## config.mk

```make
export PLATFORM = sky130hd
export DESIGN_NAME = multi_watchdog
export DESIGN_NICKNAME = d
export VERILOG_FILES = /design/src/rtl/multi_watchdog_pkg.sv /design/src/rtl/watchdog_channel.sv /design/src/rtl/multi_watchdog.sv
export SDC_FILE = /design/constraint.sdc
export NUM_CORES = 1
export LEC_CHECK = 0
export ABC_AREA = 0
export CORE_MARGIN = 4
export CORE_UTILIZATION = 64
export DETAILED_ROUTE_END_ITERATION = 12
export GPL_TIMING_DRIVEN = 0
export HOLD_SLACK_MARGIN = 0.12
export PLACE_DENSITY = 0.92
export SYNTH_ARGS = -nofsm -noshare
export SYNTH_HDL_FRONTEND = slang
export SYNTH_SLANG_ARGS = --single-unit
export TNS_END_PERCENT = 10
```

## constraint.sdc

```tcl
create_clock -name clk -period 7.5 [get_ports clk]
set_input_delay 1.5 -clock clk [delete_from_list [all_inputs] [get_ports clk]]
set_output_delay 1.5 -clock clk [all_outputs]
set_load 0.01 [all_outputs]
```

## src/rtl/multi_watchdog_pkg.sv

```systemverilog
// Shared types and default sizing for the multi-channel watchdog.
package multi_watchdog_pkg;

    localparam int DEF_NUM_CHANNELS   = 4;
    localparam int DEF_COUNTER_WIDTH  = 32;
    localparam int DEF_PRESCALE_WIDTH = 8;

    typedef enum logic [1:0] {
        WD_IDLE     = 2'd0,
        WD_COUNTING = 2'd1,
        WD_EXPIRED  = 2'd2
    } wd_state_e;

endpackage

```

## src/rtl/watchdog_channel.sv

```systemverilog
// One watchdog channel: reload registers, down-counter, FSM and sticky expiry flag.
module watchdog_channel
    import multi_watchdog_pkg::*;
#(
    parameter int COUNTER_WIDTH = DEF_COUNTER_WIDTH
) (
    input  logic                     clk,
    input  logic                     rst_n,
    input  logic                     tick,
    input  logic                     cfg_we,
    input  logic [COUNTER_WIDTH-1:0] cfg_timeout,
    input  logic                     cfg_auto_reload,
    input  logic                     enable,
    input  logic                     kick,
    input  logic                     clear,
    output logic                     timeout,
    output logic                     timeout_pulse,
    output logic [COUNTER_WIDTH-1:0] count
);

    wd_state_e                state_q, state_d;
    logic [COUNTER_WIDTH-1:0] cnt_q;
    logic [COUNTER_WIDTH-1:0] tmo_q;
    logic                     auto_q;
    logic                     flag_q;
    logic                     pulse_q;
    logic                     expire;
    logic                     load;
    logic                     dec;

    always_ff @(posedge clk) begin
        if (!rst_n) state_q <= WD_IDLE;
        else        state_q <= state_d;
    end

    always_comb begin
        state_d = state_q;
        case (state_q)
            WD_IDLE:     if (enable) state_d = WD_COUNTING;
            WD_COUNTING: begin
                if (!enable)                 state_d = WD_IDLE;
                else if (expire && !auto_q)  state_d = WD_EXPIRED;
            end
            WD_EXPIRED:  if (!enable || clear) state_d = WD_IDLE;
            default:     state_d = WD_IDLE;
        endcase
    end

    // Kick outranks the tick, so a kick on the expiring tick suppresses the expiry.
    always_comb begin
        expire = 1'b0;
        load   = 1'b0;
        dec    = 1'b0;
        case (state_q)
            WD_IDLE:     load = enable;
            WD_COUNTING: begin
                if (enable) begin
                    if (kick) begin
                        load = 1'b1;
                    end else if (tick) begin
                        if (cnt_q == '0) begin
                            expire = 1'b1;
                            load   = auto_q;
                        end else begin
                            dec = 1'b1;
                        end
                    end
                end
            end
            default: ;
        endcase
    end

    always_ff @(posedge clk) begin
        if (!rst_n) begin
            cnt_q   <= '0;
            tmo_q   <= '1;
            auto_q  <= 1'b0;
            flag_q  <= 1'b0;
            pulse_q <= 1'b0;
        end else begin
            if (cfg_we) begin
                tmo_q  <= cfg_timeout;
                auto_q <= cfg_auto_reload;
            end
            if (load)     cnt_q <= tmo_q;
            else if (dec) cnt_q <= cnt_q - COUNTER_WIDTH'(1);
            pulse_q <= expire;
            if (expire)     flag_q <= 1'b1;
            else if (clear) flag_q <= 1'b0;
        end
    end

    assign timeout       = flag_q;
    assign timeout_pulse = pulse_q;
    assign count         = cnt_q;

endmodule

```

## src/rtl/multi_watchdog.sv

```systemverilog
// Bank of independent watchdog channels sharing one prescaler, config port and monitor mux.
module multi_watchdog
    import multi_watchdog_pkg::*;
#(
    parameter int  NUM_CHANNELS   = DEF_NUM_CHANNELS,
    parameter int  COUNTER_WIDTH  = DEF_COUNTER_WIDTH,
    parameter int  PRESCALE_WIDTH = DEF_PRESCALE_WIDTH,
    localparam int CH_W           = (NUM_CHANNELS > 1) ? $clog2(NUM_CHANNELS) : 1
) (
    input  logic                      clk,
    input  logic                      rst_n,
    input  logic [PRESCALE_WIDTH-1:0] prescale,
    input  logic                      cfg_we,
    input  logic [CH_W-1:0]           cfg_channel,
    input  logic [COUNTER_WIDTH-1:0]  cfg_timeout,
    input  logic                      cfg_auto_reload,
    input  logic [NUM_CHANNELS-1:0]   enable,
    input  logic [NUM_CHANNELS-1:0]   kick,
    input  logic [NUM_CHANNELS-1:0]   clear,
    input  logic [CH_W-1:0]           mon_channel,
    output logic [NUM_CHANNELS-1:0]   timeout,
    output logic [NUM_CHANNELS-1:0]   timeout_pulse,
    output logic                      irq,
    output logic [COUNTER_WIDTH-1:0]  counter
);

    logic [PRESCALE_WIDTH-1:0]                   ps_q;
    logic                                        tick;
    logic [NUM_CHANNELS-1:0][COUNTER_WIDTH-1:0]  cnt_arr;

    // ">=" rather than "==" so lowering prescale mid-period cannot strand the count.
    assign tick = (ps_q >= prescale);

    always_ff @(posedge clk) begin
        if (!rst_n)    ps_q <= '0;
        else if (tick) ps_q <= '0;
        else           ps_q <= ps_q + PRESCALE_WIDTH'(1);
    end

    for (genvar i = 0; i < NUM_CHANNELS; i++) begin : g_ch
        logic ch_we;
        assign ch_we = cfg_we && (cfg_channel == CH_W'(i));

        watchdog_channel #(
            .COUNTER_WIDTH (COUNTER_WIDTH)
        ) u_ch (
            .clk             (clk),
            .rst_n           (rst_n),
            .tick            (tick),
            .cfg_we          (ch_we),
            .cfg_timeout     (cfg_timeout),
            .cfg_auto_reload (cfg_auto_reload),
            .enable          (enable[i]),
            .kick            (kick[i]),
            .clear           (clear[i]),
            .timeout         (timeout[i]),
            .timeout_pulse   (timeout_pulse[i]),
            .count           (cnt_arr[i])
        );
    end

    // Unmatched (out-of-range) selects fall through to zero.
    always_comb begin
        counter = '0;
        for (int i = 0; i < NUM_CHANNELS; i++) begin
            if (mon_channel == CH_W'(i)) counter = cnt_arr[i];
        end
    end

    assign irq = |timeout;

endmodule

```

==> out/qor.csv, run 1 <==
stage,metric,value,unit
die,core-area,21900,sq um
place,gp_congestion,1.10,
die,io_pins,101,
clock_network,cts_tree,yes,
clock_network,clk_path_buf_depth,3,
sta,maxSlewViolCount,0,
worst_setup_path,worstPathArrival,5.63,ns
global_routing,grt_util_all_layers,0.483,
route,route.met2.wl,24200,microns
route,topRoutingLayerUsed,met5,
clock_network,numCtsBuffers,29,
route,finalWirelength,61400,microns
cells_and_area,final_nets,2005,
sta,period_share,0.696,
sta,fmax,191,MHz
place,postPlaceCellArea,15600,sq um
global_routing,grt_max_degree,15,
sta,finalSetupViolCount,0,
sta,max_slew.worst_pin.slew,1.23,ns
sta,min_period,5.22,ns
power,p_leak,0.00639,uW
cells_and_area,area_growth_syn_to_layout,16.3,%
yosys,synth_top_flop_cell,dfxtp_1,
worst_setup_path,start_kind,input pin,
route,num_vias,15891,
clock_network,clock-sinks,284,
place,io_buffers,96,
yosys,ys_ff_latch,284,
power,ir_drop,0.193,mV
worst_setup_path,crit_type,input pin to flop,
cells_and_area,layout-drive-gt1-share,0.0646,
route,vias_per_cell,7.10,
place,placedCellCount,2177,
run,max_cap_viol_count,0,
sta,timing.final.ws_setup,2.28,ns
worst_setup_path,path_max_fanout,10,
route,drcViolationCount,0,
route,firstDrtPassIters,7,
route,wl_per_cell,27.5,microns
cells_and_area,fin_util,0.760,
cells_and_area,stdcell_area,16600,sq um
clock_network,post_cts_buffers,0,
yosys,ys_warn_count,0,
status,status,"complete, no violations",
sta,max_slew_margin,0.175,
global_routing,gr-total-overflow,0,
yosys,async_flop_share,0,
worst_setup_path,required,7.91,ns
power,power.density,235,nW/um^2
route,ant_nets,0,
sta,hold_viol,0,
route,met1Wirelength,20100,microns
yosys,synth_cell_types,70,
clock_network,worstSkewPairLatency,0.57,ns
clock_network,cts_resized,0,
worst_setup_path,end_kind,flop,
clock_network,clk_pin_slew,0.06,ns
die,start_util,0.653,
cells_and_area,n_fill_cell,1642,
yosys,seq_area_frac_synth,0.398,
clock_network,htreeDepth,1,
cells_and_area,final_cells,2237,
yosys,synthesis.area,14300,sq um
sta,clock_skew,0.00641,ns
global_routing,antenna_found_initial,8,
sta,rsz0062_at_grt,no,
global_routing,grt_pass1_wl,88900,microns
place,dpl_worst_slack,2.11,ns
die,die_h,157,microns
sta,finalSetupTns,0,ns
clock_network,cts_root_buf,clkbuf_16,
global_routing,grt_pass1_vias,14675,
yosys,synth-edff-count,0,
die,dieWidth,157,microns
die,dieArea,24800,sq um
worst_setup_path,rrSetupSlack,3.29,ns
yosys,syn_inst,1800,
hold_path,hold_class,flop to flop,
die,placementRows,54,
place,hpwlAfterDp,44600,microns
route,route.met3.wl,10500,microns
yosys,syn_avg_cell_area,7.94,sq um
yosys,synthesis.nets,1877,
route,drt_iter0_drc,2488,
clock_network,cts.hold.buffers_added,0,
-- cell families after synthesis --
kind of cell | after synthesis | share of synthesized area
multiplexers | 34 | 0.0518
XOR/XNOR | 51 | 0.0312
adder cells (fa/ha/maj) | 17 | 0.0149
buffers and inverters | 144 | 0.0430
flip-flops | 284 | 0.398
AO/OA/AOI/OAI | 353 | 0.150
AND/OR/NAND/NOR | 917 | 0.311
-- area by class of cell --
type / instances / area (sq um) / area share
multi-input cells: 1372 / 8010 / 0.482
flip-flops and latches: 284 / 5690 / 0.342
repair buffers: 97 / 968 / 0.0582
clock buffers: 45 / 886 / 0.0533
plain buffers: 119 / 520 / 0.0313
well taps: 280 / 350 / 0.0211
clock inverters: 9 / 101 / 0.00610
inverters: 25 / 93.8 / 0.00564
diodes: 6 / 15.0 / 0.000903
-- power by group --
group          switching [uW]  total, uW  leakage, uW  internal (uW)
Clock                     618       1490     0.000489            877
Combinational             392        642      0.00356            250
Sequential                167       1780      0.00235           1610
Total                    1180       3910      0.00639           2740
-- cell usage in the layout, fill, tap and decap left out, drive strengths merged, types with 4 or more instances in the layout --
| cell type | synthesis | layout |
|---|---|---|
| o31ai | 7 | 7 |
| a31oi | 18 | 18 |
| a32oi | 15 | 15 |
| and2 | 8 | 8 |
| nand2 | 352 | 352 |
| and3 | 9 | 9 |
| xor2 | 20 | 20 |
| mux4 | 32 | 32 |
| ha | 17 | 17 |
| nor2b | 14 | 14 |
| clkbuf | 90 | 135 |
| a2bb2oi | 5 | 5 |
| nand3b | 8 | 8 |
| a211oi | 4 | 4 |
| o311ai | 8 | 8 |
| a21oi | 137 | 137 |
| or4 | 23 | 23 |
| nand2b | 17 | 17 |
| dfxtp | 284 | 284 |
| clkinv | 0 | 5 |
| nor4bb | 5 | 5 |
| a211o | 9 | 9 |
| nand3 | 185 | 185 |
| nor2 | 109 | 109 |
| nand4 | 25 | 25 |
| clkdlybuf4s50 | 0 | 96 |
| nor4 | 51 | 51 |
| or2 | 5 | 5 |
| inv | 25 | 26 |
| o211ai | 13 | 13 |
| nor3 | 74 | 74 |
| a21o | 7 | 7 |
| xnor2 | 31 | 31 |
| diode | 0 | 6 |
| or3 | 15 | 15 |
| nor4b | 7 | 7 |
| buf | 29 | 30 |
| a22oi | 16 | 16 |
| o21ai | 90 | 90 |
| a221oi | 5 | 5 |
-- Yosys cell counts (8+ instances only) --
library cell  instances  area [sq um]
nand3b_1              8          60.1
a21oi_1             136           681
and3_1                9          56.3
o211ai_1             13          97.6
a31oi_1              18           113
a32oi_1              15           131
nor4_1               45           282
xnor2_1              31           272
nand4_1              25           156
dfxtp_1             284          5690
nor2_1              108           405
a22oi_1              16           120
mux4_2               32           721
or3_1                15          93.8
buf_2                11          55.1
nand2_1             352          1320
ha_1                 17           213
or4_1                23           173
and2_1                8          50.1
a211o_1               9          78.8
nor2b_1              14          87.6
nand2b_1             17           106
o21ai_0              88           440
xor2_1               20           175
buf_4                 9          67.6
nand3_1             183           916
inv_1                24          90.1
clkbuf_1             90           338
nor3_1               73           365
-- final timing paths --
check,start,endpoint,depth (start not counted)
max,prescale[2],g_ch[1].u_ch.count[29],12
min,g_ch[1].u_ch.tmo_q[29],g_ch[1].u_ch.count[29],2
max reg2reg,ps_q[2],g_ch[1].u_ch.count[29],10
min reg2reg,g_ch[1].u_ch.tmo_q[29],g_ch[1].u_ch.count[29],2
-- metrics by stage --
stage | hold slack (ns) | total power (uW)
finish | 0.459 | 3910
global route | 0.469 | 4000
CTS | 0.456 | 3850
detailed placement | 0.448 | 2400
global placement | 0.443 | 2380
floorplan | 0.432 | 2090
-- sequential cells by signal, summed over array words and instances, names as in the netlist --
name                     count
ps_q                         8
g_ch.u_ch.auto_q             4
g_ch.u_ch.state_q            8
g_ch.u_ch.timeout_pulse      4
g_ch.u_ch.timeout            4
g_ch.u_ch.tmo_q            128
g_ch.u_ch.count            128
-- routing by layer --
| layer | GRT usage | vias to the layer above |
|---|---|---|
| met3 | 0.199 | 413 |
| met4 | 0.385 | 6 |
| li1 | - | 6779 |
| met1 | 0.579 | 7283 |
| met2 | 0.677 | 1410 |
| met5 | 0.0218 | - |
-- worst max-delay path, stage by stage --
cell             delay [ns]
clkdlybuf4s50_1        0.45
inv_1                  0.04
ha_1                   0.31
a211o_1                0.27
a31oi_1                0.25
o311a_1                0.20
clkbuf_1               0.86
buf_1                  0.89
nor3_2                 0.33
a21o_1                 0.24
a21oi_1                0.18
a21oi_1                0.08
Note: power is estimated with default switching activity, not from simulation.
==> inputs of run 2 (changes only) <==
--- a/config.mk
+++ b/config.mk
@@ -7,11 +7,11 @@
 export LEC_CHECK = 0
 export ABC_AREA = 0
 export CORE_MARGIN = 4
-export CORE_UTILIZATION = 64
+export CORE_UTILIZATION = 54
 export DETAILED_ROUTE_END_ITERATION = 12
 export GPL_TIMING_DRIVEN = 0
 export HOLD_SLACK_MARGIN = 0.12
-export PLACE_DENSITY = 0.92
+export PLACE_DENSITY = 0.83
 export SYNTH_ARGS = -nofsm -noshare
 export SYNTH_HDL_FRONTEND = slang
 export SYNTH_SLANG_ARGS = --single-unit
==> constraint.sdc (replaced) <==
create_clock -name clk -period 4.6 [get_ports clk]
set_input_delay 0.92 -clock clk [delete_from_list [all_inputs] [get_ports clk]]
set_output_delay 0.92 -clock clk [all_outputs]
set_load 0.01 [all_outputs]
==> run 2 against run 1 <==
First-iteration DRC count fell by 9.0%. Critical endpoint unchanged. Routed wire length fell by 2.1%. Largest power group unchanged. Die area rose by 18%.
==> out/qor.csv, run 2 (synthesized netlist as in run 1, its figures left out) <==
stage,metric,value,unit,change
route,num_vias,15367,,-3.3%
cells_and_area,n_fill_cell,2278,,+39%
sta,fin_hold_ws,0.462,ns,+0.00306 ns
route,route.met2.wl,23900,microns,-1.2%
place,hpwlAfterDp,44900,microns,+0.54%
route,met1Wirelength,21600,microns,+7.6%
power,ir_drop,0.399,mV,+110%
cells_and_area,layout_commonest_cell,nand2_1,,
clock_network,htreeDepth,1,,unchanged
cells_and_area,layout-drive-gt1-share,0.0616,,-0.00301
worst_setup_path,crit_type,input pin to flop,,
clock_network,clk_pin_slew,0.06,ns,about the same
sta,timing.final.ws_setup,0.100,ns,-2.18 ns
hold_path,hold_class,flop to flop,,
global_routing,gr-total-overflow,0,,unchanged
sta,rsz0062_at_grt,no,,
place,postPlaceCellArea,15700,sq um,+0.44%
power,power,6350,uW,+62%
worst_setup_path,path_max_fanout,10,,unchanged
global_routing,grt_pass1_vias,14110,,-3.9%
clock_network,cts_root_buf,clkbuf_16,,
route,topRoutingLayerUsed,met5,,
clock_network,cts.hold.buffers_added,0,,unchanged
sta,hold_viol,0,,unchanged
clock_network,clk_path_buf_depth,3,,unchanged
cells_and_area,layout_common_cells,"352 x nand2_1, 284 x dfxtp_1, 183 x nand3_1",,
route,ant_nets,0,,unchanged
place,gp_congestion,1.10,,about the same
sta,min_period,4.50,ns,
status,status,"complete, no violations",,
power,p_leak,0.00638,uW,-0.24%
die,die_h,171,microns,+8.4%
sta,fmax,222,MHz,
sta,max_slew_margin,0.144,,-0.0306
route,drcViolationCount,0,,unchanged
clock_network,post_cts_buffers,0,,unchanged
clock_network,cts_resized,0,,unchanged
route,route.met3.wl,8940,microns,-15%
clock_network,numCtsBuffers,30,,+3.4%
cells_and_area,final_nets,2006,,+0.050%
worst_setup_path,end_kind,flop,,
clock_network,worstSkewPairLatency,0.57,ns,about the same
die,io_pins,101,,unchanged
route,finalWirelength,60200,microns,-2.1%
die,dieWidth,171,microns,+8.4%
clock_network,cts_tree,yes,,
cells_and_area,area_growth_syn_to_layout,16.5,%,
run,max_cap_viol_count,0,,unchanged
sta,max_slew.worst_pin.slew,1.27,ns,+0.0455 ns
die,start_util,0.549,,-0.104
die,dieArea,29100,sq um,+18%
route,firstDrtPassIters,6,,-1
sta,clock_skew,0.0162,ns,+0.00981 ns
worst_setup_path,required,5.01,ns,-2.90 ns
sta,maxSlewViolCount,0,,unchanged
worst_setup_path,worstPathArrival,4.91,ns,-0.72 ns
route,wl_per_cell,26.3,microns,-4.1%
global_routing,grt_util_all_layers,0.401,,-0.0820
global_routing,grt_max_degree,15,,unchanged
power,power.density,381,nW/um^2,+62%
place,io_buffers,96,,unchanged
place,dpl_worst_slack,-0.198,ns,-2.30 ns
cells_and_area,stdcell_area,16700,sq um,+0.19%
global_routing,antenna_found_initial,5,,-3
route,drt_iter0_drc,2264,,-9.0%
die,placementRows,59,,+9.3%
die,core-area,26100,sq um,+19%
sta,period_share,0.978,,
worst_setup_path,start_kind,input pin,,
clock_network,clock-sinks,284,,unchanged
global_routing,grt_pass1_wl,87500,microns,-1.6%
sta,finalSetupViolCount,0,,unchanged
route,vias_per_cell,6.73,,-5.3%
run 2: cell count changes in the layout (fill, tap and decap cells not counted), sizes merged:
| cell | before | now |
|---|---|---|
| diode | 6 | 1 |
| clkbuf | 135 | 136 |
| clkinv | 5 | 4 |
| inv | 26 | 25 |
| clkinvlp | 1 | 0 |
run 2: power by group:
group          leakage [uW]  total, uW  switching (uW)  internal, uW
combinational       0.00356       1030             624           407
sequential          0.00235       2890             263          2630
clock              0.000474       2430            1010          1420
total               0.00638       6350            1900          4450
run 2: worst max-delay path, stage by stage:
cell             delay [ns]
clkdlybuf4s50_1        0.45
inv_1                  0.04
ha_1                   0.29
a211o_1                0.26
a31oi_1                0.25
o311a_1                0.18
clkbuf_1               0.82
buf_1                  0.86
nor3_2                 0.31
a21o_1                 0.24
a21oi_1                0.20
a21oi_1                0.09
run 2: per-layer routing:
layer | vias up | GRT usage
met2 | 1191 | 0.574
li1 | 6769 | -
met1 | 7092 | 0.511
met5 | - | 0
met4 | 8 | 0.280
met3 | 307 | 0.130
run 2: worst paths after layout:
kind,slack (ns),to,depth (start not counted),start
setup / recovery,0.10,g_ch[1].u_ch.count[29],12,prescale[2]
setup reg to reg,0.54,g_ch[1].u_ch.count[29],10,ps_q[2]
hold / removal,0.46,g_ch[3].u_ch.count[12],2,g_ch[3].u_ch.tmo_q[12]
hold reg to reg,0.46,g_ch[3].u_ch.count[12],2,g_ch[3].u_ch.tmo_q[12]
run 2: through the flow:
| step | cells | util | TNS [ns] |
|---|---|---|---|
| after CTS | 2284 | 0.639 | 0 |
| after global placement | 2231 | 0.602 | -30.69 |
| final | 2285 | 0.639 | 0 |
| after global routing | 2284 | 0.639 | 0 |
| after floorplan | 1800 | - | 0 |
| after detailed placement | 2232 | 0.602 | -1.53 |
run 2: layout make-up:
type	count	area [sq um]	share of cell area
Buffer	119	520	0.0312
Inverter	25	93.8	0.00563
Timing Repair Buffer	97	968	0.0581
Antenna cell	1	2.50	0.000150
Sequential cell	284	5690	0.341
Multi-Input combinational cell	1372	8010	0.481
Clock inverter	6	80.1	0.00481
Clock buffer	46	882	0.0530
Tap cell	335	419	0.0252
